### src/rtl/reply_sender.sv
// Packet FIFO that presents only complete replies to the host, one byte per ack handshake (2 cycles per byte).
// Optional REPLY_CHECKSUM_EN appends an XOR byte to each reply; the write side drops replies that do not fit.
module reply_sender #(
  parameter int DEPTH = 64,
  parameter int CNT_W = 8
) (
  input  logic             clk,
  input  logic             reset_n,
  input  logic             wr_en,
  input  logic [7:0]       wr_data,
  input  logic             wr_last,
  output logic             wr_full,
  output logic             overflow,
  input  logic             overflow_clr,
  output logic [CNT_W-1:0] pending,
  output logic             reply_rdy,
  output logic [7:0]       reply,
  input  logic             reply_ack,
  output logic             reply_end
);
  localparam int AW = $clog2(DEPTH);
  localparam logic [AW:0] PTR_ONE = (AW+1)'(1);
  localparam logic [AW:0] FULL_CNT = (AW+1)'(DEPTH);
  localparam logic [CNT_W-1:0] CNT_ONE = CNT_W'(1);

  localparam logic [1:0] S_IDLE    = 2'd0;
  localparam logic [1:0] S_FETCH   = 2'd1;
  localparam logic [1:0] S_PRESENT = 2'd2;
`ifdef REPLY_CHECKSUM_EN
  localparam logic [1:0] S_CSUM    = 2'd3;
`endif

  logic [8:0]       r_mem [DEPTH];
  logic [AW:0]      r_wr_ptr;
  logic [AW:0]      r_rd_ptr;
  logic [AW:0]      r_pkt_start;
  logic             r_discard;
  logic             r_overflow;
  logic [CNT_W-1:0] r_pending;
  logic [1:0]       r_state;
  logic             r_reply_rdy;
  logic [7:0]       r_reply;
  logic             r_reply_end;
  logic             r_last;
`ifdef REPLY_CHECKSUM_EN
  logic [7:0]       r_csum;
`endif

  logic [AW:0] w_used;
  logic        w_full;
  logic        w_wr_ok;
  logic        w_drop;
  logic        w_commit;
  logic        w_ack;
  logic        w_fin;

  // w_used counts uncommitted bytes too, so a reply being built can fill the FIFO
  assign w_used   = r_wr_ptr - r_rd_ptr;
  assign w_full   = (w_used == FULL_CNT);
  assign w_wr_ok  = wr_en & ~w_full & ~r_discard;
  assign w_drop   = wr_en & w_full & ~r_discard;
  assign w_commit = w_wr_ok & wr_last;
  assign w_ack    = reply_ack & r_reply_rdy;
  assign w_fin    = w_ack & (r_state == S_PRESENT) & r_last;

  assign wr_full   = w_full;
  assign overflow  = r_overflow;
  assign pending   = r_pending;
  assign reply_rdy = r_reply_rdy;
  assign reply     = r_reply;
  assign reply_end = r_reply_end;

  always_ff @(posedge clk) begin
    if (w_wr_ok) r_mem[r_wr_ptr[AW-1:0]] <= {wr_last, wr_data};
  end

  always_ff @(posedge clk) begin
    if (!reset_n) begin
      r_wr_ptr    <= '0;
      r_pkt_start <= '0;
      r_discard   <= 1'b0;
      r_overflow  <= 1'b0;
      r_pending   <= '0;
    end else begin
      if (w_wr_ok) begin
        r_wr_ptr <= r_wr_ptr + PTR_ONE;
        if (wr_last) r_pkt_start <= r_wr_ptr + PTR_ONE;
      end else if (w_drop) begin
        // an overflowing final byte ends the reply, so nothing is left to discard
        r_wr_ptr  <= r_pkt_start;
        r_discard <= ~wr_last;
      end else if (wr_en && r_discard && wr_last) begin
        r_discard <= 1'b0;
      end

      if (w_drop)            r_overflow <= 1'b1;
      else if (overflow_clr) r_overflow <= 1'b0;

      case ({w_commit, w_fin})
        2'b10:   r_pending <= r_pending + CNT_ONE;
        2'b01:   r_pending <= r_pending - CNT_ONE;
        default: r_pending <= r_pending;
      endcase
    end
  end

  always_ff @(posedge clk) begin
    if (!reset_n) begin
      r_state     <= S_IDLE;
      r_rd_ptr    <= '0;
      r_reply_rdy <= 1'b0;
      r_reply     <= '0;
      r_reply_end <= 1'b0;
      r_last      <= 1'b0;
`ifdef REPLY_CHECKSUM_EN
      r_csum      <= '0;
`endif
    end else begin
      case (r_state)
        S_IDLE: begin
`ifdef REPLY_CHECKSUM_EN
          r_csum <= '0;
`endif
          if (r_pending != '0) r_state <= S_FETCH;
        end
        S_FETCH: begin
          r_reply     <= r_mem[r_rd_ptr[AW-1:0]][7:0];
          r_last      <= r_mem[r_rd_ptr[AW-1:0]][8];
`ifdef REPLY_CHECKSUM_EN
          r_reply_end <= 1'b0;
`else
          r_reply_end <= r_mem[r_rd_ptr[AW-1:0]][8];
`endif
          r_reply_rdy <= 1'b1;
          r_state     <= S_PRESENT;
        end
        S_PRESENT: begin
          if (w_ack) begin
            r_reply_rdy <= 1'b0;
            r_reply_end <= 1'b0;
            r_rd_ptr    <= r_rd_ptr + PTR_ONE;
`ifdef REPLY_CHECKSUM_EN
            r_csum      <= r_csum ^ r_reply;
            r_state     <= r_last ? S_CSUM : S_FETCH;
`else
            r_state     <= r_last ? S_IDLE : S_FETCH;
`endif
          end
        end
`ifdef REPLY_CHECKSUM_EN
        S_CSUM: begin
          if (!r_reply_rdy) begin
            r_reply     <= r_csum;
            r_reply_end <= 1'b1;
            r_reply_rdy <= 1'b1;
          end else if (w_ack) begin
            r_reply_rdy <= 1'b0;
            r_reply_end <= 1'b0;
            r_state     <= S_IDLE;
          end
        end
`endif
        default: r_state <= S_IDLE;
      endcase
    end
  end
endmodule

### config.mk
export PLATFORM = sky130hd
export DESIGN_NAME = reply_sender
export DESIGN_NICKNAME = d
export VERILOG_FILES = /design/src/rtl/reply_sender.sv
export SDC_FILE = /design/constraint.sdc
export NUM_CORES = 1
export LEC_CHECK = 0
export CORE_MARGIN = 1
export CORE_UTILIZATION = 30
export DETAILED_ROUTE_END_ITERATION = 12
export MAX_ROUTING_LAYER = met4
export PLACE_DENSITY_LB_ADDON = 0.12
export SYNTH_ARGS = -nofsm -noshare
export SYNTH_HDL_FRONTEND = slang
export SYNTH_SLANG_ARGS = --single-unit
### constraint.sdc
create_clock -name clk -period 8 [get_ports clk]
set_input_delay 2.4 -clock clk [delete_from_list [all_inputs] [get_ports clk]]
set_output_delay 2.4 -clock clk [all_outputs]
set_load 0.005 [all_outputs]
==> results.md, run 1 <==
- Outcome: finished, final reports clean
- RSZ-0062 raised after global routing: no
- Largest cells by area after synthesis: edfxtp_1 70%, mux4_2 6.9%, mux2i_1 5.8%
- Drt first pass iters: 7
- GRT Resource Usage Total: 0.1597
- Worst path slowest cell: dfxtp_1
- Final worst-path cycle share: 0.7274
- Vias in the first global route: 13000
- Asr flop ratio synth: 0
- WP data required: 5.60 ns
- Die Footprint: 84060 µm²
- DR WL/cell: 25.02 µm
- Htree depth: 3
- Top FF cell, synth: edfxtp_1
- Num CTS Buffers: 70
- Cell Pwr Density: 245.9 nW/µm²
- Number of routed nets with antenna violations: 0
- DR iter-0 viols: 990
- GPL Wtd Cong: 0.7790
- CP Buf/Inv Count: 3
- Peak VDD IR: 0.0001523 V
- Clock buffer depth: 3
- Critical path's largest stage delay: 0.66 ns
- Slew @ Worst Pin: 1.280 ns
- Vias per Instance: 4.963
- Final HPWL DP: 39160 µm
- Sequential-to-total area share from yosys stat: 0.7357
- Cell Area, Synth: 24870 µm²
- Setup crit end kind: output pin
- Total vias in the final route: 12970
- Pin count of the biggest net entering global routing: 93
- Min-delay src: reply_end
- Relative slew slack: 0.1434
- Critical path origin: r_wr_ptr[4]
- Critical Path Start Type: flip-flop
- Power Total: 0.007031 W
- Chip height: 289.9 µm
- Fin util: 0.3483
- Routed wire length: 65410 µm
- DRC: 0
- # setup viols final: 0
- DP Cell Count: 2485
- Layout cell share with drive strength beyond 1: 0.1412
- Yosys reg bits: 626
- Nets: 1512
- Syn nets: 1467
- CTS tree: built
- Commonest cells post-synth: 576 x edfxtp_1, 145 x mux2i_1, 100 x nor2_1
- Worst reg2reg setup slack: 3.39 ns
- Clock Sinks: 626
- # rows: 105
- Most common cell in the synthesized netlist: edfxtp_1
- Clock edge transition at the registers on the reported setup and hold paths: 0.05 ns
- Synth unique cells: 52
- Final count of hold timing violations: 0
- Hold depth: 2
- Top cell type's share of synthesized area: 0.6955
- Hold Crit Class: reg2reg
- Gate Count Post-Synth: 1442
- Die width: 289.9 µm
- Largest fanout on the critical path: 34
- Remaining global-route overflow: 0
- Cts repair resizes: 0
- Global-route wire length before repair: 94630 µm
- Synth Area per Inst: 17.25 µm²
- Critical path type: reg2out
- Number of synthesized flops with an enable pin: 576
- Clock latency at the later pin of the worst-skew pair: 0.62 ns
- # IOs: 34
- Ant. Diodes: 0
- CP arrival: 3.42 ns
- Minimum clock period: 5.819 ns
- Setup TNS: 0 ns
- WHS Endpoint: reply_end
- Area Overhead vs Synth: 14.98%
- Cell family with most CP delay: buffers and inverters
- Slew Viols, Final: 0
- Final setup skew: 0.01899 ns
- Cell taking the most area after synthesis: edfxtp_1
- Antenna violations before repair: 3
- Clk root buf: clkbuf_16
- Leak: 8.548 nW
- Initial Utilization: 0.3029
- CTS hold repair buffers: 0
- PortBufs: 33
- Setup Buffers After CTS: 0
- Cell Chain, Critical Path: ha_1, o21a_1, or3_1, o31ai_1, o211ai_2, buf_4, inv_2, clkdlybuf4s50_1
- Maxcap violations: 0
- Number of cells on the critical path: 8
- Max Freq: 171.9 MHz
- Register-to-Register Path Depth: 16
- R2R Path Start: r_wr_ptr[4]
- Core area: 82110 µm²
- Finished Layout Cells: 2614
- Fillers: 7738
- Worst r2r dst: pending[4]
- Syn. warnings: 0
[cells by family after synthesis]
| logic type | Yosys count | synth area share |
|---|---|---|
| AOI/OAI and AO/OA | 182 | 0.05071 |
| adders and majority gates | 11 | 0.005534 |
| and+or+nand+nor | 282 | 0.05715 |
| muxes | 221 | 0.1272 |
| DFF | 626 | 0.7357 |
| buffers and inverters | 101 | 0.01700 |
| xor gates and xnor gates | 19 | 0.006691 |
[worst max path at each step]
stage	to	slack, ns
after floorplan	pending[4]	2.54
after global placement	pending[4]	1.98
after detailed placement	pending[4]	1.92
after CTS	wr_full	2.20
after global routing	wr_full	2.05
final	wr_full	2.18
[report_power, final]
part	internal [W]	switching, W	leakage [nW]	total [W]
registers	0.00360	0.0000253	5.59	0.00363
clock network	0.00186	0.00130	1.10	0.00316
logic	0.0000710	0.000169	1.86	0.000240
[cells in the final DEF, fill, tap and decap left out, types with 4 or more instances in the layout]
master	Yosys	layout
clkbuf_16	0	73
dfxtp_1	50	48
a311oi_1	6	6
buf_2	32	9
a21oi_1	38	38
nor3b_1	5	4
o221ai_1	8	8
inv_6	0	5
o21ai_0	13	13
xor2_1	10	10
nand4_1	7	7
bufinv_16	0	5
a31oi_1	6	6
and3_1	4	4
or3_1	5	5
clkbuf_1	43	15
nor2b_1	26	23
clkdlybuf4s50_1	0	24
inv_1	15	15
mux2i_1	145	145
clkinv_1	0	18
nand2_1	38	38
ha_1	11	11
edfxtp_1	576	576
nand2b_1	8	8
mux4_2	76	76
o31ai_1	5	5
a22oi_1	91	91
xnor2_1	9	9
buf_4	1	23
nor3_1	7	7
nand3_1	47	47
clkinv_2	0	10
nor2_1	100	98
nand3b_1	4	4
and4_1	17	17
[area by class of cell]
| class | count | area [µm²] | share of cell area |
|---|---|---|---|
| flip-flops and latches | 626 | 18310 | 0.6402 |
| multi-input cells | 715 | 6173 | 0.2159 |
| clock buffers | 91 | 1924 | 0.06730 |
| well taps | 1070 | 1339 | 0.04682 |
| repair buffers | 57 | 478.0 | 0.01671 |
| clock inverters | 38 | 311.5 | 0.01090 |
| inverters | 17 | 63.81 | 0.002232 |
[metrics by stage]
stage	cell area (µm²)	setup slack (ns)	hold slack [ns]
final	28590	2.181	0.4725
after detailed placement	26360	1.920	0.4679
after global routing	28590	2.051	0.4925
after CTS	28590	2.201	0.4768
after floorplan	24870	2.536	0.4277
after global placement	26360	1.975	0.4655
[worst min-delay path, cell delays in order (launching register included)]
cell,delay [ns]
dfxtp_1,0.31
nand2_1,0.05
o21ai_0,0.06
[flip-flops by register name, summed over array words and instances (netlist names), named ones only]
name	flops
pending	8
r_state	2
r_pkt_start	7
reply_rdy	1
reply_end	1
r_rd_ptr	7
reply	8
r_last	1
r_wr_ptr	7
r_mem	576
overflow	1
r_discard	1
[per-layer routing]
layer | vias up | wire length (µm) | part of all wire | track usage
li1 | 5847 | - | - | -
met1 | 6758 | 31470 | 0.48 | 0.2252
met2 | 284 | 30020 | 0.46 | 0.2393
met3 | 85 | 2611 | 0.040 | 0.02259
met4 | 0 | 1311 | 0.020 | 0.04709
met5 | - | 0 | 0 | -
(Power assumes the default switching activity.)
==> run 2: changes to the inputs <==
Clock period 8 ns to 5.38 ns, I/O delays scaled along.
==> results.md, run 2 (synthesis results as in run 1) <==
- Peak VDD IR: 0.0002175 V (was 0.0001523 V)
- Largest register FFs: 576 (unchanged)
- Remaining global-route overflow: 0 (unchanged)
- Vias in the first global route: 13600 (was 13000)
- DRC: 0 (unchanged)
- Nets: 1567 (was 1512)
- Number of routed nets with antenna violations: 0 (unchanged)
- Clock Sinks: 626 (unchanged)
- Antenna violations before repair: 5 (was 3)
- Cell Chain, Critical Path: ha_1, o21a_1, or3_1, o31ai_1, o211ai_2, buf_4, inv_2, clkdlybuf4s50_1 (unchanged)
- Critical path's largest stage delay: 0.61 ns (was 0.66 ns)
- Critical Path Start Type: flip-flop (unchanged)
- DR iter-0 viols: 1102 (was 990)
- Chip height: 289.9 µm (unchanged)
- Relative slew slack: 0.2168 (was 0.1434)
- Cell family with most CP delay: buffers and inverters (unchanged)
- Outcome: finished, final reports clean (unchanged)
- DR WL/cell: 24.75 µm (was 25.02 µm)
- Finished Layout Cells: 2668 (was 2614)
- Most common library cell in the layout ignoring fill and taps: edfxtp_1 (unchanged)
- Area Overhead vs Synth: 17.12% (was 14.98%)
- Minimum clock period: 4.924 ns
- Hold Crit Class: reg2reg (unchanged)
- Routed wire length: 66040 µm (was 65410 µm)
- Number of cells on the critical path: 8 (unchanged)
- Psw: 0.002209 W (was 0.001497 W)
- Power Total: 0.01066 W (was 0.007031 W)
- Total vias in the final route: 13170 (was 12970)
- Setup TNS: 0 ns (unchanged)
- Clock buffer depth: 3 (unchanged)
- Layout cell share with drive strength beyond 1: 0.1722 (was 0.1412)
- R2R Path Start: r_wr_ptr[4] (unchanged)
- Largest fanout on the critical path: 34 (unchanged)
- Cell Pwr Density: 366.1 nW/µm² (was 245.9 nW/µm²)
- Min-delay src: r_pkt_start[1] (was reply_end)
- Sequential power share: 0.506 (was 0.516)
- GPL Wtd Cong: 0.7655 (was 0.7790)
- CTS hold repair buffers: 0 (unchanged)
- Hold depth: 2 (unchanged)
- Critical path origin: r_wr_ptr[4] (unchanged)
- Die width: 289.9 µm (unchanged)
- Slew @ Worst Pin: 1.169 ns (was 1.280 ns)
- Combinational power share: 0.035 (was 0.034)
- GRT Resource Usage Total: 0.1627 (was 0.1597)
- Maxcap violations: 0 (unchanged)
- Setup Buffers After CTS: 0 (unchanged)
- CP arrival: 3.31 ns (was 3.42 ns)
- Htree depth: 3 (unchanged)
- Slew Viols, Final: 0 (unchanged)
- Max Freq: 203.1 MHz
- Clock power share: 0.459 (was 0.450)
- Vias per Instance: 4.934 (was 4.963)
- Cts repair resizes: 0 (unchanged)
- CTS tree: built (unchanged)
- PortBufs: 33 (unchanged)
- Drt first pass iters: 5 (was 7)
- Critical path type: reg2out (unchanged)
- Initial Utilization: 0.3029 (unchanged)
- Final worst-path cycle share: 0.9153
- Final HPWL DP: 42060 µm (was 39160 µm)
- Clock latency at the later pin of the worst-skew pair: 0.61 ns (was 0.62 ns)
- # setup viols final: 0 (unchanged)
- Final count of hold timing violations: 0 (unchanged)
- DP Cell Count: 2539 (was 2485)
- WP data required: 3.77 ns (was 5.60 ns)
- Clock edge transition at the registers on the reported setup and hold paths: 0.06 ns (was 0.05 ns)
- # rows: 105 (unchanged)
- Sw Share: 0.2071 (was 0.2129)
- Fillers: 7708 (was 7738)
- Global-route wire length before repair: 97090 µm (was 94630 µm)
- Final setup skew: 0.02670 ns (was 0.01899 ns)
- Die Footprint: 84060 µm² (unchanged)
- Worst path slowest cell: dfxtp_1 (unchanged)
- Most used cells in the layout excluding fill and tap cells: 576 x edfxtp_1, 145 x mux2i_1, 98 x nor2_1, 91 x a22oi_1, 77 x buf_4 (was 576 x edfxtp_1, 145 x mux2i_1, 98 x nor2_1, 91 x a22oi_1, 76 x mux4_2)
- Leak: 8.894 nW (was 8.548 nW)
- RSZ-0062 raised after global routing: no (unchanged)
- Core area: 82110 µm² (unchanged)
- CP Buf/Inv Count: 3 (unchanged)
- Num CTS Buffers: 71 (was 70)
- Register-to-Register Path Depth: 15 (was 16)
- Pin count of the biggest net entering global routing: 114 (was 93)
- Clk root buf: clkbuf_16 (unchanged)
- Cell internal pwr: 0.008455 W (was 0.005534 W)
- # IOs: 34 (unchanged)
- Setup crit end kind: output pin (unchanged)
run 2: changes by cell type in the layout (fill, tap and decap cells not counted), moves of 3 or more:
cell       before  now
buf_4          23   77
clkinv_1       18   11
inv_6           5    1
clkbuf_1       15   18
clkbuf_16      73   76
clkinv_2       10    7
run 2: power by group through the flow:
stage,clock network (W),logic [W],registers (W)
3_3_place_gp,0,0.000377,0.00549
3_5_place_dp,0,0.000383,0.00550
2_1_floorplan,0,0.000169,0.00548
6_report,0.00490,0.000373,0.00539
5_1_grt,0.00523,0.000409,0.00540
4_1_cts,0.00505,0.000384,0.00539
run 2: layer usage:
metal / share of wire / vias to the layer above / routed length (µm) / GRT usage
met2: 0.46 / 277 / 30650 / 0.2477
met4: 0.020 / 0 / 1334 / 0.04735
met5: 0 / - / 0 / -
met1: 0.48 / 6840 / 31460 / 0.2271
met3: 0.039 / 85 / 2605 / 0.02206
li1: - / 5963 / - / -
run 2: area by class of cell:
| cell class | count | area [µm²] | share of cell area |
|---|---|---|---|
| Timing Repair Buffer | 111 | 883.3 | 0.03033 |
| Inverter | 17 | 63.81 | 0.002191 |
| Clock buffer | 99 | 2038 | 0.06998 |
| Sequential cell | 626 | 18310 | 0.6285 |
| Antenna cell | 1 | 2.502 | 0.00008591 |
| Multi-Input combinational cell | 715 | 6167 | 0.2117 |
| Tap cell | 1070 | 1339 | 0.04596 |
| Clock inverter | 29 | 327.8 | 0.01125 |
run 2: tightest hold or removal path: stages (launching register included):
cell and delay [ns]:
dfxtp_1 0.31, o21ai_0 0.06, a21oi_1 0.06
run 2: stage by stage:
| stage | setup WS (ns) | util | hold WS (ns) | instance area [µm²] |
|---|---|---|---|---|
| 6_report | 0.4558 | 0.3547 | 0.4818 | 29130 |
| 3_5_place_dp | 0.7446 | 0.3259 | 0.4754 | 26760 |
| 5_1_grt | 0.2648 | 0.3547 | 0.5020 | 29120 |
| 2_1_floorplan | 0.7020 | - | 0.4277 | 24870 |
| 3_3_place_gp | 0.7615 | 0.3259 | 0.4616 | 26760 |
| 4_1_cts | 0.4002 | 0.3547 | 0.4836 | 29120 |
run 2: worst paths after layout:
path / end / slack (ns)
worst max register to register: pending[4] / 1.24
worst max-delay path: wr_full / 0.46
worst min-delay path: r_pkt_start[1] / 0.48
worst min register to register: r_pkt_start[1] / 0.48
==> run 3: changes to the inputs <==
Settings changed: CAP_MARGIN from default to 20, CTS_CLUSTER_SIZE from default to 30, SKIP_LAST_GASP from default to 1.
==> results.md, run 3 (synthesis results as in run 1) <==
- Outcome: finished, final reports clean (unchanged)
- Area Overhead vs Synth: 16.56% (was 17.12%)
- Layout cell share with drive strength beyond 1: 0.1731 (was 0.1722)
- GRT Resource Usage Total: 0.1631 (was 0.1627)
- Final HPWL DP: 42100 µm (was 42060 µm)
- Cell Chain, Critical Path: ha_1, o21a_1, or3_1, o31ai_1, o211ai_2, buf_4, inv_2, clkdlybuf4s50_1 (unchanged)
- Routed wire length: 66070 µm (was 66040 µm)
- Chip height: 289.9 µm (unchanged)
- # setup viols final: 0 (unchanged)
- Final setup skew: 0.02081 ns (was 0.02670 ns)
- Peak VDD IR: 0.0002135 V (was 0.0002175 V)
- Htree depth: 3 (unchanged)
- Register-to-Register Path Depth: 15 (unchanged)
- Hold Crit Class: reg2reg (unchanged)
- Critical path's largest stage delay: 0.63 ns (was 0.61 ns)
- Cts repair resizes: 0 (unchanged)
- Clk root buf: clkbuf_16 (unchanged)
- DR iter-0 viols: 1065 (was 1102)
- R2R Path Start: r_wr_ptr[4] (unchanged)
- Setup Buffers After CTS: 0 (unchanged)
- WP data required: 3.77 ns (about the same)
- Most common library cell in the layout ignoring fill and taps: edfxtp_1 (unchanged)
- Global-route wire length before repair: 97700 µm (was 97090 µm)
- Die Footprint: 84060 µm² (unchanged)
- Final count of hold timing violations: 0 (unchanged)
- Cell family with most CP delay: buffers and inverters (unchanged)
- Clock edge transition at the registers on the reported setup and hold paths: 0.06 ns (about the same)
- Remaining global-route overflow: 0 (unchanged)
- Min-delay src: reply_end (was r_pkt_start[1])
- PortBufs: 33 (unchanged)
- Clock latency at the later pin of the worst-skew pair: 0.61 ns (about the same)
- Psw: 0.002201 W (was 0.002209 W)
- DRC: 0 (unchanged)
- Cell internal pwr: 0.008180 W (was 0.008455 W)
- Sequential power share: 0.520 (was 0.506)
- Cell Pwr Density: 358.1 nW/µm² (was 366.1 nW/µm²)
- Drt first pass iters: 5 (unchanged)
- Final worst-path cycle share: 0.9224 (was 0.9153)
- Most used cells in the layout excluding fill and tap cells: 576 x edfxtp_1, 145 x mux2i_1, 98 x nor2_1, 91 x a22oi_1, 77 x buf_4 (unchanged)
- Finished Layout Cells: 2665 (was 2668)
- Critical Path Start Type: flip-flop (unchanged)
- Clock buffer depth: 3 (unchanged)
- GPL Wtd Cong: 0.7655 (unchanged)
- Slew Viols, Final: 0 (unchanged)
- Max Freq: 201.5 MHz (was 203.1 MHz)
- Placement Setup Slack: 0.7716 ns (was 0.7446 ns)
- Largest fanout on the critical path: 34 (unchanged)
- Setup crit end kind: output pin (unchanged)
- Sw Share: 0.2120 (was 0.2071)
- Vias in the first global route: 13740 (was 13600)
- Number of routed nets with antenna violations: 0 (unchanged)
- Maxcap violations: 0 (unchanged)
- Hold depth: 2 (unchanged)
- Setup TNS: 0 ns (unchanged)
- Minimum clock period: 4.963 ns (was 4.924 ns)
- DP Cell Count: 2540 (was 2539)
- Total vias in the final route: 13180 (was 13170)
- CTS hold repair buffers: 0 (unchanged)
- # IOs: 34 (unchanged)
- DR WL/cell: 24.79 µm (was 24.75 µm)
- Minimum hold slack: 0.4769 ns (was 0.4818 ns)
- Critical path origin: r_wr_ptr[4] (unchanged)
- CP arrival: 3.35 ns (was 3.31 ns)
- Clock Sinks: 626 (unchanged)
- Final worst slack: 0.4173 ns (was 0.4558 ns)
- RSZ-0062 raised after global routing: no (unchanged)
- Antenna violations before repair: 4 (was 5)
- Critical path type: reg2out (unchanged)
- Largest register FFs: 576 (unchanged)
- Fillers: 7697 (was 7708)
- Nets: 1567 (unchanged)
- Pin count of the biggest net entering global routing: 114 (unchanged)
- Vias per Instance: 4.944 (was 4.934)
- Number of cells on the critical path: 8 (unchanged)
- Slew @ Worst Pin: 1.112 ns (was 1.169 ns)
- # rows: 105 (unchanged)
- Core area: 82110 µm² (unchanged)
- CTS tree: built (unchanged)
- CP Buf/Inv Count: 3 (unchanged)
- Worst path slowest cell: dfxtp_1 (unchanged)
- Combinational power share: 0.036 (was 0.035)
- Initial Utilization: 0.3029 (unchanged)
- Clock power share: 0.444 (was 0.459)
- Num CTS Buffers: 70 (was 71)
- Leak: 8.834 nW (was 8.894 nW)
- Die width: 289.9 µm (unchanged)
- Relative slew slack: 0.2581 (was 0.2168)
==> run 3: cell count changes in the layout (fill, tap and decap cells not counted), sizes merged <==
| cell | change |
|---|---|
| buf | +1 |
| inv | +1 |
| clkinv | +3 |
| bufinv | -5 |
| clkinvlp | +1 |
| clkbuf | -4 |
==> run 3: layout make-up <==
cell class,instances,area [µm²],area share
Sequential cell,626,18310,0.6315
Multi-Input combinational cell,715,6167,0.2128
Clock buffer,95,2002,0.06906
Tap cell,1070,1339,0.04618
Timing Repair Buffer,112,898.4,0.03099
Clock inverter,29,210.2,0.007251
Inverter,17,63.81,0.002201
Antenna cell,1,2.502,0.00008633
==> run 3: path summary, 6_finish.rpt <==
check                           slack (ns)         end
worst max-delay path                  0.42     wr_full
worst min-delay path                  0.48   reply_end
worst max register to register        1.27  pending[4]
worst min register to register        0.48   reply_end
==> run 3: worst reg2reg max path, cell delays in order (launching register included) <==
cell	delay [ns]
dfxtp_1	0.63
ha_1	0.37
o21a_1	0.23
o221a_1	0.24
o211ai_2	0.13
buf_4	0.36
nand2_1	0.17
ha_1	0.26
xor2_1	0.15
ha_1	0.21
a21oi_1	0.24
o31ai_1	0.10
a221oi_1	0.37
xor2_1	0.12
or3_1	0.32
a21oi_1	0.16
==> run 3: through the flow <==
step | utilization | total power [W] | instance area [µm²]
global placement | 0.3259 | 0.005872 | 26760
detailed placement | 0.3261 | 0.005878 | 26770
CTS | 0.3530 | 0.01054 | 28990
finish | 0.3530 | 0.01038 | 28990
global route | 0.3530 | 0.01075 | 28990
floorplan | - | 0.005650 | 24870
==> run 3: power groups by stage <==
stage | sequential [W] | combinational, W | clock, W
global route | 0.00539 | 0.000409 | 0.00495
detailed placement | 0.00550 | 0.000382 | 0
finish | 0.00539 | 0.000374 | 0.00461
CTS | 0.00539 | 0.000383 | 0.00476
global placement | 0.00549 | 0.000377 | 0
floorplan | 0.00548 | 0.000169 | 0
==> run 3: routing by layer <==
layer	vias to the layer above	routed length, µm	track usage
met5	-	0	-
met3	72	2541	0.02673
met4	0	1187	0.04229
li1	5957	-	-
met1	6911	31700	0.2261
met2	236	30640	0.2488
